$ cat src/rtl/rr_mux_nto1.sv
// N-channel valid/ready multiplexer with round-robin or fixed-select
// arbitration feeding a one-entry registered output stage.
module rr_mux_nto1 #(
    parameter int DATA_WIDTH = 32,
    parameter int NUM_CH     = 4,
    parameter int SEL_WIDTH  = 2
) (
    input  logic                         clk,
    input  logic                         reset,
    input  logic                         mode,
    input  logic [SEL_WIDTH-1:0]         sel,
    input  logic [NUM_CH-1:0]            in_valid,
    input  logic [NUM_CH*DATA_WIDTH-1:0] in_data,
    output logic [NUM_CH-1:0]            in_ready,
    output logic                         out_valid,
    output logic [DATA_WIDTH-1:0]        out_data,
    output logic [SEL_WIDTH-1:0]         out_ch,
    input  logic                         out_ready
);

    localparam int PADW = 2 ** SEL_WIDTH;

    logic [SEL_WIDTH-1:0]  r_ptr;
    logic                  r_out_valid;
    logic [DATA_WIDTH-1:0] r_out_data;
    logic [SEL_WIDTH-1:0]  r_out_ch;

    logic                  w_load;
    logic                  w_rr_hit;
    logic                  w_fix_hit;
    logic                  w_gnt_hit;
    logic                  w_xfer;
    logic [SEL_WIDTH-1:0]  w_rr_idx;
    logic [SEL_WIDTH-1:0]  w_gnt;
    logic [NUM_CH-1:0]     w_above;
    logic [NUM_CH-1:0]     w_masked;
    logic [PADW-1:0]       w_vpad;
    logic [DATA_WIDTH-1:0] w_sel_data;

    assign w_load = !r_out_valid | out_ready;

    always_comb begin
        w_above = '0;
        for (int i = 0; i < NUM_CH; i++) begin
            w_above[i] = (SEL_WIDTH'(i) > r_ptr);
        end
    end

    assign w_masked = in_valid & w_above;
    assign w_rr_hit = |in_valid;

    // Lowest requester above the pointer wins, else wrap to lowest overall.
    always_comb begin
        w_rr_idx = '0;
        for (int i = NUM_CH - 1; i >= 0; i--) begin
            if (in_valid[i]) w_rr_idx = SEL_WIDTH'(i);
        end
        for (int i = NUM_CH - 1; i >= 0; i--) begin
            if (w_masked[i]) w_rr_idx = SEL_WIDTH'(i);
        end
    end

    // Zero padding makes any sel >= NUM_CH see an idle channel.
    assign w_vpad    = PADW'(in_valid);
    assign w_fix_hit = w_vpad[sel];

    assign w_gnt_hit = mode ? w_fix_hit : w_rr_hit;
    assign w_gnt     = mode ? sel : w_rr_idx;
    assign w_xfer    = w_gnt_hit & w_load;

    always_comb begin
        in_ready   = '0;
        w_sel_data = '0;
        for (int i = 0; i < NUM_CH; i++) begin
            if (w_gnt == SEL_WIDTH'(i)) begin
                in_ready[i] = w_xfer & reset;
                w_sel_data  = in_data[i*DATA_WIDTH +: DATA_WIDTH];
            end
        end
    end

    always_ff @(posedge clk or negedge reset) begin
        if (!reset) begin
            r_ptr       <= SEL_WIDTH'(NUM_CH - 1);
            r_out_valid <= 1'b0;
            r_out_data  <= '0;
            r_out_ch    <= '0;
        end else if (w_load) begin
            if (w_gnt_hit) begin
                r_ptr       <= w_gnt;
                r_out_valid <= 1'b1;
                r_out_data  <= w_sel_data;
                r_out_ch    <= w_gnt;
            end else begin
                r_out_valid <= 1'b0;
            end
        end
    end

    assign out_valid = r_out_valid;
    assign out_data  = r_out_data;
    assign out_ch    = r_out_ch;

endmodule

$ cat config.mk
export PLATFORM = sky130hd
export DESIGN_NAME = rr_mux_nto1
export DESIGN_NICKNAME = d
export VERILOG_FILES = /design/src/rtl/rr_mux_nto1.sv
export SDC_FILE = /design/constraint.sdc
export NUM_CORES = 1
export LEC_CHECK = 0
export CORE_MARGIN = 1.5
export CORE_UTILIZATION = 38
export CTS_CLUSTER_SIZE = 20
export DETAILED_ROUTE_END_ITERATION = 8
export PLACE_DENSITY = 0.95
export SETUP_SLACK_MARGIN = 0.15
export SKIP_LAST_GASP = 1
export SLEW_MARGIN = 25
export SYNTH_ARGS = -nofsm -noshare
export SYNTH_HDL_FRONTEND = slang
export SYNTH_SLANG_ARGS = --single-unit
$ cat constraint.sdc
create_clock -name clk -period 6 [get_ports clk]
set_input_delay 0.6 -clock clk [delete_from_list [all_inputs] [get_ports clk]]
set_output_delay 0.6 -clock clk [all_outputs]
set_load 0.005 [all_outputs]
==> flow_metrics.env <==
export IMPL_gp_congestion=0.896
export IMPL_timing_critical_path_fanout_max=41
export IMPL_initial_cell_density_of_the_core=0.402
export IMPL_place_inst=405
export IMPL_fmax_ghz=0.260
export IMPL_design_area_sq_um=4330
export IMPL_die_h_um=82.8
export IMPL_fin_skew_ns=0.0123
export IMPL_crit_path_max_incr_delay_ns=0.55
export IMPL_grt_pass1_wl_um=11900
export IMPL_final_min_clock_period_ns=3.84
export IMPL_routedWlPerCell_um=17.8
export IMPL_clock_sinks=37
export IMPL_cts_buffers_inserted=5
export IMPL_cts_clk_slew_worst_paths_ns=0.08
export IMPL_buffer_count_from_post_cts_setup_fixing=0
export IMPL_mostFrequentLayoutCells="clkdlybuf4s50_1, dfrtp_1, mux2_2"
export IMPL_drive_above_1_share=0.219
export IMPL_cell_by_cell_trace_of_the_critical_path="clkdlybuf4s50_1 > mux4_1 > o21ai_0 > a21oi_4 > buf_4 > nand2_1 > nor3b_1 > clkdlybuf4s50_1"
export IMPL_antenna_cells_inserted=0
export IMPL_mux_contribution_to_synthesized_area=0.474
export IMPL_fraction_of_the_mapped_netlist_area_in_compound_gates=0.0501
export IMPL_run_status="complete, no violations"
export IMPL_route_final_wire_length_um=7350
export IMPL_xor_xnor_fraction_of_synth_area=0
export IMPL_drt_met1_wl_um=2490
export IMPL_tritoncts_clock_tree="yes"
export IMPL_cts_root_buf="clkbuf_8"
export IMPL_worst_setup_path_end_kind="output pin"
export IMPL_met3_wirelength_um=770
export IMPL_fp_row_count=28
export IMPL_timing_final_crit_share=0.641
export IMPL_dr_total_vias=2229
export IMPL_slew_violations=0
export IMPL_post_synth_main_area_contributors="dfrtp_1, mux4_2, mux2_2"
export IMPL_ys_seq_area_frac=0.383
export IMPL_post_cts_resized_instances=0
export IMPL_flow_area_growth_from_synthesis_pct=78.9
export IMPL_fp_dieW_um=82.8
export IMPL_critical_path_most_common_cell="clkdlybuf4s50_1"
export IMPL_mappedNetlistArea_sq_um=2420
export IMPL_detail_route_first_pass_iterations=5
export IMPL_detailroute_wirelength_met2_um=3930
export IMPL_grt_pass1_vias=2464
export IMPL_slew_headroom=0.457
export IMPL_routed_top_layer="met4"
export IMPL_worstSetupPathType="in2out"
export IMPL_hold_violations=0
export IMPL_final_layout_fill_cell_count=439
export IMPL_grt_antenna_before_repair=0
export IMPL_final_cell_count_no_fill=413
export IMPL_gr_usage_all_layers=0.217
export IMPL_core_area_sq_um=6030
export IMPL_clock_tree_htree_level_count=2
export IMPL_leading_cell_type_in_the_layout_fill_and_taps_excluded="clkdlybuf4s50_1"
export IMPL_grt_total_ovfl=0
export IMPL_fin_nets=475
export IMPL_dpl_hpwl_um=5840
export IMPL_preCtsSetupSlack_ns=2.15
export IMPL_yosys_area_share_adder=0
export IMPL_number_of_buffers_added_on_ports=176
export IMPL_worst_endpoint_arrival_ns=3.24
export IMPL_hold_ws_ns=0.406
export IMPL_static_leakage_power_nw=1.68
export IMPL_grt_max_degree=42
export IMPL_clock_latency_of_the_later_clocked_register_in_the_worst_skew_pair_ns=0.28
export IMPL_ys_warnings_count=0
export IMPL_postRouteAntennaNets=0
export IMPL_layout_setup_ws_ns=2.16
export IMPL_number_of_unique_standard_cell_types_used_by_synthesis=30
export IMPL_setup_viol=0
export IMPL_yosys_area_top_type_share=0.362
export IMPL_synth_top_area_cell="dfrtp_1"
export IMPL_holdCritPathClass="in2async"
export IMPL_cellPowerDensity_nw_per_um2=235
export IMPL_detailedRoute_firstIterationViolations=41
export IMPL_vias_per_cell=5.40
export IMPL_syn_nets=300
export IMPL_timing_max_cap_violations=0
export IMPL_start_kind="primary input"
export IMPL_synthesis_instances=162
export IMPL_rsz0062_at_grt="no"
export IMPL_die_area_sq_um=6860
export IMPL_ios=177
export IMPL_dpl_instance_area_sq_um=4250
export IMPL_timing_setup_tns_ns=0
export IMPL_syn_mean_instance_area_sq_um=14.9
export IMPL_post_synth_and_or_nand_nor_area_fraction=0.0527
export IMPL_cts_hold_buffers=0
export IMPL_clockBufferDepth=2
export IMPL_route_detailed_drc=0
export IMPL_synth_top_family_by_area="multiplexers"
export IMPL_ys_ff_latch=37
export IMPL_pin_slew_with_the_least_headroom_to_its_limit_ns=0.815
export IMPL_slowest_stage="clkdlybuf4s50_1"
export IMPL_worstPathRequired_ns=5.40
export IMPL_vdd_drop_max_v=0.000120
==> per-stage QoR <==
stage	util	total power, W
finish	0.719	0.00102
global route	0.719	0.00108
CTS	0.719	0.00103
detailed placement	0.705	0.000866
global placement	0.705	0.000846
floorplan	-	0.000579
==> cells by family (layout without fill, tap and decap cells) <==
family | count (synthesis) | after routing
simple gates | 24 | 24
compound gates | 16 | 16
flops | 37 | 37
mux | 67 | 67
buf+inv | 18 | 194
==> sequential cells by signal (all words and copies together), names as in the netlist <==
signal and count:
out_valid 1, out_ch 2, out_data 32, r_ptr 2
==> final timing paths <==
path                            depth (start not counted)           end  slack, ns         start
worst max register to register                          6   out_data[4]       3.24      r_ptr[1]
worst min-delay path                                    1  out_data[30]       0.41         reset
worst min register to register                          1  out_data[12]       0.51  out_data[12]
max in group asynchronous                               1   out_data[9]       5.07         reset
min in group clk                                        1  out_data[12]       0.51  out_data[12]
worst max-delay path                                    8   in_ready[2]       2.16        sel[1]
==> synth_stat cells (all sizes together) <==
master and instances:
nor3 2, dfstp 2, mux2i 4, or2 1
o22ai 1, dfrtp 35, clkbuf 4, o21ai 3
a21oi 7, a221oi 1, o31a 1, mux4 31
nand2b 1, nand2 7, nor2 7, nor3b 3
buf 7, and3b 1, or3b 1, inv 7
mux2 32, a31oi 2, nand3 1, o31ai 1
==> area by class of cell <==
cell class                 instances  area, sq um  share of cell area
sequential                        37          928               0.214
inverter                           7         26.3             0.00607
multi-input combinational        107         1420               0.328
clock buffer                       6         72.6              0.0168
clock inverter                     2         10.0             0.00231
timing repair buffer             179         1780               0.411
tap                               75         93.8              0.0217
==> where the power goes <==
| part | switching [W] | internal, W |
|---|---|---|
| clock | 0.0000825 | 0.0000804 |
| sequential | 0.0000426 | 0.000326 |
| combinational | 0.000154 | 0.000334 |
==> routing by layer <==
| layer | track usage | vias up |
|---|---|---|
| met3 | 0.0815 | 20 |
| met2 | 0.416 | 150 |
| met1 | 0.216 | 1063 |
| met5 | 0 | - |
| met4 | 0.0636 | 0 |
| li1 | - | 996 |
==> critical path: cells and delay by family <==
kind | cells | cell delay, ns
buffers and inverters | 3 | 1.45
AND/OR/NAND/NOR | 2 | 0.49
multiplexers | 1 | 0.35
AO/OA/AOI/OAI | 2 | 0.32
No activity file was read; power rests on OpenSTA's default activity.
